`src/rtl/kem_op_sched.sv`:
```
// Top-level KEM operation scheduler: arbitrates one of three micro-op sequencers
// (keygen/encaps/decaps) onto the single kyber_top command port, with a per-command watchdog.
module kem_op_sched #(
    parameter int WDOG_CYCLES = 20000
) (
    input  logic        clk,
    input  logic        rst_n,
    input  logic        op_start,
    input  logic [1:0]  op_sel,
    input  logic        clear,
    output logic        op_busy,
    output logic        op_done,
    output logic        op_err,
    output logic [1:0]  err_code,
    output logic [7:0]  op_count,
    output logic [2:0]  seq_start,
    input  logic [2:0]  seq_done,
    input  logic [11:0] seq_cmd_op,
    input  logic [14:0] seq_cmd_slot_a,
    input  logic [14:0] seq_cmd_slot_b,
    input  logic [11:0] seq_cmd_param,
    input  logic [2:0]  seq_cmd_start,
    output logic [2:0]  seq_cmd_done,
    output logic [3:0]  cmd_op,
    output logic [4:0]  cmd_slot_a,
    output logic [4:0]  cmd_slot_b,
    output logic [3:0]  cmd_param,
    output logic        cmd_start,
    input  logic        cmd_done
);

    localparam int WW = $clog2(WDOG_CYCLES + 1);
    localparam logic [WW-1:0] WDOG_LAST = WW'(WDOG_CYCLES - 1);

    typedef enum logic [1:0] {IDLE, RUN, DONE, FAULT} state_t;

    state_t          state_q;
    logic [1:0]      owner_q;
    logic            pending_q;
    logic [WW-1:0]   wdog_q;
    logic            op_done_q, op_err_q;
    logic [1:0]      err_code_q;
    logic [7:0]      op_count_q;
    logic [2:0]      seq_start_q;
    logic [3:0]      cmd_op_q, cmd_param_q;
    logic [4:0]      cmd_slot_a_q, cmd_slot_b_q;
    logic            cmd_start_q;

    logic [3:0]      own_op, own_param;
    logic [4:0]      own_a, own_b;
    logic            own_start, own_done;
    logic            wdog_expire;

    always_comb begin
        own_op    = '0;
        own_param = '0;
        own_a     = '0;
        own_b     = '0;
        own_start = 1'b0;
        own_done  = 1'b0;
        case (owner_q)
            2'd0: begin
                own_op = seq_cmd_op[3:0];     own_param = seq_cmd_param[3:0];
                own_a  = seq_cmd_slot_a[4:0]; own_b     = seq_cmd_slot_b[4:0];
                own_start = seq_cmd_start[0]; own_done  = seq_done[0];
            end
            2'd1: begin
                own_op = seq_cmd_op[7:4];     own_param = seq_cmd_param[7:4];
                own_a  = seq_cmd_slot_a[9:5]; own_b     = seq_cmd_slot_b[9:5];
                own_start = seq_cmd_start[1]; own_done  = seq_done[1];
            end
            2'd2: begin
                own_op = seq_cmd_op[11:8];      own_param = seq_cmd_param[11:8];
                own_a  = seq_cmd_slot_a[14:10]; own_b     = seq_cmd_slot_b[14:10];
                own_start = seq_cmd_start[2];   own_done  = seq_done[2];
            end
            default: ;
        endcase
    end

    // A fresh strobe or a completing cmd_done both pre-empt expiry in the same cycle.
    assign wdog_expire = pending_q && !own_start && !cmd_done && (wdog_q == WDOG_LAST);

    always_ff @(posedge clk or negedge rst_n) begin
        if (!rst_n) begin
            state_q      <= IDLE;
            owner_q      <= '0;
            pending_q    <= 1'b0;
            wdog_q       <= '0;
            op_done_q    <= 1'b0;
            op_err_q     <= 1'b0;
            err_code_q   <= '0;
            op_count_q   <= '0;
            seq_start_q  <= '0;
            cmd_op_q     <= '0;
            cmd_param_q  <= '0;
            cmd_slot_a_q <= '0;
            cmd_slot_b_q <= '0;
            cmd_start_q  <= 1'b0;
        end else begin
            seq_start_q <= '0;
            op_done_q   <= 1'b0;
            op_err_q    <= 1'b0;
            cmd_start_q <= 1'b0;
            case (state_q)
                IDLE: begin
                    if (op_start) begin
                        if (op_sel == 2'd3) begin
                            op_err_q   <= 1'b1;
                            err_code_q <= 2'd1;
                        end else begin
                            owner_q     <= op_sel;
                            op_count_q  <= '0;
                            seq_start_q <= 3'b001 << op_sel;
                            pending_q   <= 1'b0;
                            wdog_q      <= '0;
                            state_q     <= RUN;
                        end
                    end
                end
                RUN: begin
                    cmd_op_q     <= own_op;
                    cmd_param_q  <= own_param;
                    cmd_slot_a_q <= own_a;
                    cmd_slot_b_q <= own_b;
                    cmd_start_q  <= own_start;
                    if (op_start) begin
                        op_err_q   <= 1'b1;
                        err_code_q <= 2'd2;
                    end
                    if (own_start) begin
                        pending_q <= 1'b1;
                        wdog_q    <= '0;
                        if (op_count_q != 8'hFF) op_count_q <= op_count_q + 8'd1;
                    end else if (cmd_done && pending_q) begin
                        pending_q <= 1'b0;
                        wdog_q    <= '0;
                    end else if (pending_q && !wdog_expire) begin
                        wdog_q <= wdog_q + 1'b1;
                    end
                    if (wdog_expire) begin
                        state_q    <= FAULT;
                        pending_q  <= 1'b0;
                        wdog_q     <= '0;
                        op_err_q   <= 1'b1;
                        err_code_q <= 2'd3;
                    end else if (own_done) begin
                        state_q   <= DONE;
                        op_done_q <= 1'b1;
                    end
                end
                DONE: begin
                    if (op_start) begin
                        op_err_q   <= 1'b1;
                        err_code_q <= 2'd2;
                    end
                    pending_q <= 1'b0;
                    wdog_q    <= '0;
                    state_q   <= IDLE;
                end
                FAULT: begin
                    if (op_start) begin
                        op_err_q   <= 1'b1;
                        err_code_q <= 2'd2;
                    end
                    if (clear) state_q <= IDLE;
                end
                default: state_q <= IDLE;
            endcase
        end
    end

    assign op_busy      = (state_q != IDLE);
    assign op_done      = op_done_q;
    assign op_err       = op_err_q;
    assign err_code     = err_code_q;
    assign op_count     = op_count_q;
    assign seq_start    = seq_start_q;
    assign cmd_op       = cmd_op_q;
    assign cmd_slot_a   = cmd_slot_a_q;
    assign cmd_slot_b   = cmd_slot_b_q;
    assign cmd_param    = cmd_param_q;
    assign cmd_start    = cmd_start_q;
    assign seq_cmd_done = (state_q == RUN && owner_q != 2'd3) ? ({2'b00, cmd_done} << owner_q) : 3'b000;

endmodule

```
`config.mk`:
```
export PLATFORM = sky130hd
export DESIGN_NAME = kem_op_sched
export DESIGN_NICKNAME = d
export VERILOG_FILES = /design/src/rtl/kem_op_sched.sv
export SDC_FILE = /design/constraint.sdc
export NUM_CORES = 1
export LEC_CHECK = 0
export BUFFER_PORTS_ARGS = -buffer_cell sky130_fd_sc_hd__buf_2
export CAP_MARGIN = 40
export CORE_MARGIN = 4
export CORE_UTILIZATION = 53
export DETAILED_ROUTE_END_ITERATION = 10
export MAX_ROUTING_LAYER = met4
export PLACE_DENSITY = 0.86
export SLEW_MARGIN = 40
export SYNTH_ARGS = -nofsm -noshare
export SYNTH_HDL_FRONTEND = slang
export SYNTH_SLANG_ARGS = --single-unit
```
`constraint.sdc`:
```
create_clock -name clk -period 5.1 [get_ports clk]
set_input_delay 0.765 -clock clk [delete_from_list [all_inputs] [get_ports clk]]
set_output_delay 0.765 -clock clk [all_outputs]
set_load 0.05 [all_outputs]
```
==> Word-level counts from Yosys, hierarchy flattened <==
Cells that the tools add are included.
W data, S select, Z words.
{ "totals": {"rom_bits": 0, "n_memories": 0, "input_bits": 67, "latchBits": 0, "output_inout_bits": 38, "regBits": 54, "ramBits": 0} }
{ "classes": {"n_mux": 48, "shifts": 2, "div_mod_pow": 0, "reduce_logical": 21, "bitwise_logic": 1, "n_eq_ne": 18, "add_sub_neg": 2, "mul": 0, "n_lt_le_gt_ge": 0} }
{ "ops": {"columns": ["operator", "count"], "rows": [
  ["$mux W15", 6],
  ["$pmux W15 S3", 1],
  ["$mux W8", 4],
  ["$pmux W5 S3", 2],
  ["$pmux W4 S3", 2],
  ["$mux W2", 9],
  ["$pmux W8 S2", 1],
  ["$add A15 B1 Y15 const B", 1],
  ["$eq A15 B15 Y1 const B", 1],
  ["$ne A2 B2 Y1 const B", 7],
  ["$mux W1", 13],
  ["$mux W3", 4],
  ["$pmux W1 S3", 4],
  ["$reduce_and A4 Y1", 3],
  ["$add A8 B1 Y8 const B", 1],
  ["$eq A2 B2 Y1 const B", 4],
  ["$ne A8 B8 Y1 const B", 1],
  ["$pmux W2 S4", 1],
  ["$logic_and A1 B1 Y1", 6],
  ["$pmux W2 S3", 1],
  ["$ne A5 B5 Y1 const B", 1],
  ["$reduce_and A5 Y1", 1],
  ["$eq A2 B1 Y1 const B", 2],
  ["$logic_not A2 Y1", 2],
  ["other kinds (11)", 14]
]} }

==> Depth between registers and ports, before layout <==
Gate-level depths: netlist of the first run.
{ "logic_depth": {"ltp_word": 13, "depth_mapped": 8} }

==> Worst setup path before layout of the first run <==
Ideal clock, no wire load.
{ "synth_timing": {"kind": "reg-to-output", "start": "reg state_q[1]", "end": "out seq_cmd_done[1]", "required_ps": 4335, "t_arrival_ps": 2090, "setup_slack_ps": 2245, "path_stages_with_launch": 4, "cell_sequence": "dfrtp_1 > nor2b_1 > nand2_1 > nor3b_1"} }
{ "synth_via": {"elab_chain_cells": 3} }
{ "synth_rtl": {"columns": ["element", "line_no", "source"], "rows": [
  ["from (decl)", "37", "state_t state_q;"],
  ["from (signal assigned)", "86", "state_q <= IDLE;"],
  ["from (signal assigned)", "117", "state_q <= RUN;"],
  ["from (signal assigned)", "142", "state_q <= FAULT;"],
  ["$eq A2 B1 Y1", "184", "assign seq_cmd_done = (state_q == RUN && owner_q != 2'd3) ? ({2'b00, cmd_done} << owner_q) : 3'b000;"],
  ["$logic_and A1 B1 Y1", "184", null],
  ["$mux W3", "184", null],
  ["to (decl)", "23", "output logic [2:0] seq_cmd_done,"]
]} }
Every way passes these cells.

==> Final worst setup path of the first run <==
Same ends and word-level chain as after synthesis.

==> results of run 1 <==
-- per-stage QoR --
stage	instance area [µm²]	hold WS (ns)	utilization (%)
2_1_floorplan	2880	0.4694	-
6_report	3531	0.4834	68.26
3_3_place_gp	3436	0.4580	66.42
3_5_place_dp	3438	0.4660	66.47
5_1_grt	3531	0.5098	68.26
4_1_cts	3530	0.4866	68.24
-- critical path: cells and delay by family, from the launching register on --
kind | cells | cell delay (ns)
buffers and inverters | 1 | 0.31
flip-flops | 1 | 0.45
AND/OR/NAND/NOR | 3 | 0.89
-- cells in the final DEF, fill, tap and decap left out, types with 4 or more instances in the layout --
master / synthesis / final
nand4_1: 4 / 4
a22o_1: 10 / 10
mux2i_1: 20 / 20
nand3_1: 13 / 13
o31ai_1: 4 / 4
buf_2: 5 / 104
nor2_1: 40 / 40
o21ai_0: 34 / 34
a21o_1: 5 / 5
and3_1: 8 / 8
nand2_1: 35 / 35
clkbuf_8: 0 / 6
a21oi_1: 29 / 29
inv_1: 6 / 6
dfrtp_1: 54 / 53
nor3_1: 7 / 7
-- how the worst max path moves through the flow --
| stage | endpoint | depth (start not counted) |
|---|---|---|
| final | seq_cmd_done[1] | 4 |
| after global routing | seq_cmd_done[1] | 4 |
| after CTS | seq_cmd_done[1] | 4 |
| after detailed placement | wdog_q[7] | 5 |
| after global placement | wdog_q[1] | 5 |
| after floorplan | seq_cmd_done[1] | 3 |
-- cell type report --
| class | count | area [µm²] |
|---|---|---|
| clock buffer | 7 | 86.33 |
| clock inverter | 1 | 5.005 |
| fill | 445 | 1642 |
| inverter | 6 | 22.52 |
| multi-input combinational | 245 | 1434 |
| sequential | 54 | 1353 |
| tap | 70 | 87.58 |
| timing repair buffer | 107 | 543.0 |
-- registers in the layout, indices dropped and copies added (netlist names), 3 cells and up --
name / cells
seq_start: 3
cmd_op: 4
wdog_q: 15
cmd_slot_b: 5
cmd_slot_a: 5
cmd_param: 4
op_count: 8
-- routing by layer --
layer / vias to the layer above / routed length (µm) / GRT usage (%)
li1: 1349 / - / -
met1: 1283 / 3063 / 30.18
met2: 81 / 3810 / 41.52
met3: 10 / 421 / 3.180
met4: 0 / 104 / 8.804
met5: - / 0 / -
-- power breakdown --
group	internal (mW)	switching, mW	leakage [nW]
clock	0.110	0.136	0.0482
sequential	0.545	0.109	0.713
combinational	0.322	0.797	1.04
-- cell families after synthesis --
logic type	Yosys count	share of synthesized area, %
buf+inv	22	3.388
mux	21	7.428
compound gates	95	20.07
fa+ha+maj	2	0.8687
simple gates	127	21.33
flops	54	46.92
==> impl_results.md, run 1 <==
* Register area share after synthesis at 46.92%
* YS warnings at 0
* Startpoint types: register
* WHS Path Cells at 2
* GP Congestion at 0.8297
* Synth Register Bits at 54
* Worst Hold End: cmd_param[1]
* Ports at 105
* Post-layout nets at 488
* Most frequent cell after synthesis: dfrtp_1
* Initial antenna violation count at 0
* TritonCTS clock tree: built
* Slew at the pin closest to its max-slew limit at 0.7648 ns
* Deepest clock path buffer count at 2
* CTS Hold Bufs at 0
* Total track usage at 24.54%
* Worst setup margin at 2.374 ns
* Layout cells sized above 1 at 28.33%
* Starting density of the core at 55.68%
* Via/cell ratio at 5.557
* Wirelength, routed at 7399 µm
* # setup viols final at 0
* Chip height at 81.72 µm
* Core Area at 5172 µm²
* Routed WL per cell at 15.10 µm
* DP HPWL at 5542 µm
* Cell type with the largest total area after synthesis: dfrtp_1
* Top cells by area, synth: dfrtp_1 47%, mux2i_1 7.0%, o21ai_0 5.9%
* Fin crit share at 53.45%
* Worst path required time at 4.34 ns
* Max-Cap Viols at 0
* Worst R2R Setup Slack at 2.70 ns
* Unrepaired setup endpoints after global routing: false
* Worst stage delay on the critical path at 0.45 ns
* Syn_area_per_cell at 8.973 µm²
* Endpoints failing hold at 0
* Setup bufs post-CTS at 0
* Fmax achieved at 366.8 MHz
* Hold_sp: cmd_param[1]
* Synth cell types at 41
* Die Width at 81.72 µm
* Synth-to-Final Area Change at 22.59%
* Antenna cells at 0
* Die area at 6678 µm²
* Clock sink count at 54
* Largest net degree at the start of global routing at 55
* CTS Buf Count at 5
* R2R cell count at 5
* Async SR Flop Fraction at 100.0%
* CP Class: reg2out
* Setup TNS at 0 ns
* VDD IR max at 0.5275 mV
* Root buf cell: clkbuf_8
* Synth cell count leaders: 54 x dfrtp_1, 40 x nor2_1, 35 x nand2_1
* Mapped Area at 2880 µm²
* LEAKAGE at 1.803 nW
* Total power at 2.019 mW
* Top_reg_cell synth: dfrtp_1
* CP Cell Sequence: nor2b_1 -> nand2_1 -> nor3b_1 -> buf_2
* Via count at 2,723
* # DRC at 0
* First-pass GRT wire length at 12,290 µm
* Post-route ant nets at 0
* Worst hold path class: reg2reg
* Syn Inst Count at 321
* Setup Skew at 0.007977 ns
* Worst Setup End Kind: primary output
* Post-synth top area share at 46.92%
* Vias in the first global route at 2,692
* Placement Rows at 26
* Crit path from: state_q[1]
* Worst path arrival time at 1.96 ns
* Outcome: completed
* Slew headroom at 48.83%
* Crit Path Max Fanout at 7
* Post-route insts no fill at 490
* Reg-to-Reg End: wdog_q[1]
* Slew Viols, Final at 0
* R2R Path Start: owner_q[1]
* # H-tree levels at 2
* First-iteration detailed-routing DRC count at 220
* Drt pass-1 iters at 4
* Clk Latency, worst-skew pair at 0.31 ns
* Placement Setup Slack at 2.478 ns
* Slowest-stage cell, CP: dfrtp_1
* Worst-path clk slew at 0.09 ns
* Post-layout min period at 2.726 ns
* PwrDens at 571.7 nW/µm²
* Synth Net Count at 390
* Port-buffer cells at 104
* Gr ovfl total at 0
* Resized cells post-CTS at 0
* Cell Count Post-Placement at 482
* Number of synthesized flops with an enable pin at 0
Power figures use the tool's default switching activity.
==> run 2, diff against run 1 <==
--- a/config.mk
+++ b/config.mk
@@ -8,10 +8,10 @@
 export BUFFER_PORTS_ARGS = -buffer_cell sky130_fd_sc_hd__buf_2
 export CAP_MARGIN = 40
 export CORE_MARGIN = 4
-export CORE_UTILIZATION = 53
+export CORE_UTILIZATION = 50
 export DETAILED_ROUTE_END_ITERATION = 10
 export MAX_ROUTING_LAYER = met4
-export PLACE_DENSITY = 0.86
+export PLACE_DENSITY = 0.82
 export SLEW_MARGIN = 40
 export SYNTH_ARGS = -nofsm -noshare
 export SYNTH_HDL_FRONTEND = slang
==> constraint.sdc (replaced) <==
create_clock -name clk -period 2.7 [get_ports clk]
set_input_delay 0.405 -clock clk [delete_from_list [all_inputs] [get_ports clk]]
set_output_delay 0.405 -clock clk [all_outputs]
set_load 0.05 [all_outputs]
==> impl_results.md, run 2 (synthesized netlist as in run 1, its figures left out) <==
* Outcome: completed
* Placement Rows at 27
* Worst Setup End Kind: register
* Starting density of the core at 51.99%
* Worst-path clk slew at 0.10 ns
* Worst path required time at 2.90 ns
* Port-buffer cells at 104
* GP Congestion at 0.8636
* Unrepaired setup endpoints after global routing: false
* Worst path arrival time at 2.26 ns
* Buf/Inv on CP at 1
* Ports at 105
* P_int at 1.944 mW
* Setup Skew at 0.01007 ns
* LEAKAGE at 1.833 nW
* Worst setup margin at 0.6346 ns
* Core Area at 5540 µm²
* Vias in the first global route at 2,657
* # DRC at 0
* Largest net degree at the start of global routing at 39
* Sequential share of power at 30.3%
* Commonest cells after routing, fill and taps aside: 104 x buf_2, 54 x dfrtp_1, 40 x nor2_1
* # H-tree levels at 2
* Fmax achieved at 484.2 MHz
* Antenna cells at 0
* CTS Hold Bufs at 0
* Routed WL per cell at 14.74 µm
* Gr ovfl total at 0
* Via count at 2,720
* Deepest clock path buffer count at 2
* First-pass GRT wire length at 12,650 µm
* Met2 wire length at 3701 µm
* Endpoints failing hold at 0
* CP Cell Sequence: ha_1 -> and4_1 -> nand4_1 -> nand3_1 -> nor2_1 -> buf_4 -> a22o_1
* Setup TNS at 0 ns
* TritonCTS clock tree: built
* Wirelength, routed at 7311 µm
* Worst stage delay on the critical path at 0.42 ns
* Post-route ant nets at 0
* Largest register FFs at 15
* Synth-to-Final Area Change at 24.20%
* Routed length on met1 at 3160 µm
* Switching fraction of total power at 50.35%
* Crit Path Max Fanout at 9
* VDD IR max at 0.7664 mV
* Die Width at 83.90 µm
* Slew headroom at 55.79%
* Comb power frac at 56.1%
* CTS Buf Count at 5
* End-of-flow core utilization at 64.57%
* Resized cells post-CTS at 0
* Top layer in use: met4
* Max-Cap Viols at 0
* Slowest-stage cell, CP: dfrtp_1
* Post-layout nets at 492
* Slew Viols, Final at 0
* Clock sink count at 54
* Commonest non-fill, non-tap cell in the layout: buf_2
* Initial antenna violation count at 0
* Worst hold path class: in2async
* Via/cell ratio at 5.484
* Slew at the pin closest to its max-slew limit at 0.6563 ns
* First-iteration detailed-routing DRC count at 192
* Post-layout min period at 2.065 ns
* # setup viols final at 0
* Total track usage at 22.21%
* PwrDens at 1094 nW/µm²
* Clock share of power at 13.6%
* Reg with most FFs: wdog_q
* Setup bufs post-CTS at 0
* DP HPWL at 5628 µm
* Chip height at 83.90 µm
* Clk Latency, worst-skew pair at 0.31 ns
* Drt pass-1 iters at 4
* Worst R2R Setup Slack at 0.63 ns
* Die area at 7039 µm²
* Final instance area at 3577 µm²
* Placement Setup Slack at 0.6323 ns
* CP Class: reg2reg
* Total power at 3.914 mW
* Net switching power at 1.971 mW
* Layout cells sized above 1 at 28.77%
* Fin crit share at 76.50%
* Placed Area at 3468 µm²
* Root buf cell: clkbuf_8
* CP top delay family: simple AND/OR/NAND/NOR gates
* Met3 WL at 347 µm
* Startpoint types: register
[run 2: per-stage QoR]
| stage | cells | hold WS, ns |
|---|---|---|
| finish | 496 | 0.04120 |
| CTS | 496 | 0.05666 |
| global route | 496 | 0.06191 |
| global placement | 488 | 0.3891 |
| floorplan | 321 | 0.1094 |
| detailed placement | 488 | 0.3918 |
[run 2: cell type report]
class                           count  area, µm²
Clock buffer                        5      68.82
Timing Repair Buffer              111      573.1
Clock inverter                      3      40.04
Inverter                            6      22.52
Fill cell                         475       1963
Sequential cell                    54       1351
Multi-Input combinational cell    245       1431
Tap cell                           72      90.09
[run 2: final timing paths]
| check | from | end | depth (start not counted) |
|---|---|---|---|
| max | wdog_q[0] | wdog_q[10] | 7 |
| min | rst_n | seq_start[1] | 1 |
| max reg2reg | wdog_q[0] | wdog_q[10] | 7 |
| min reg2reg | cmd_slot_a[3] | cmd_slot_a[3] | 2 |
| max in group asynchronous | rst_n | wdog_q[5] | 2 |
| min in group clk | op_sel[0] | seq_start[0] | 2 |
[run 2: layer usage]
layer	up-vias	global-route usage, %
met4	0	5.263
met3	10	4.146
met2	76	36.59
met1	1282	28.54
li1	1352	-
met5	-	-
[run 2: power by group through the flow]
stage	combinational (mW)	clock, mW	sequential [mW]
after CTS	2.21	0.547	1.19
final	2.20	0.531	1.19
after detailed placement	2.21	0	1.20
after floorplan	1.13	0	1.74
after global routing	2.40	0.586	1.22
after global placement	2.15	0	1.19
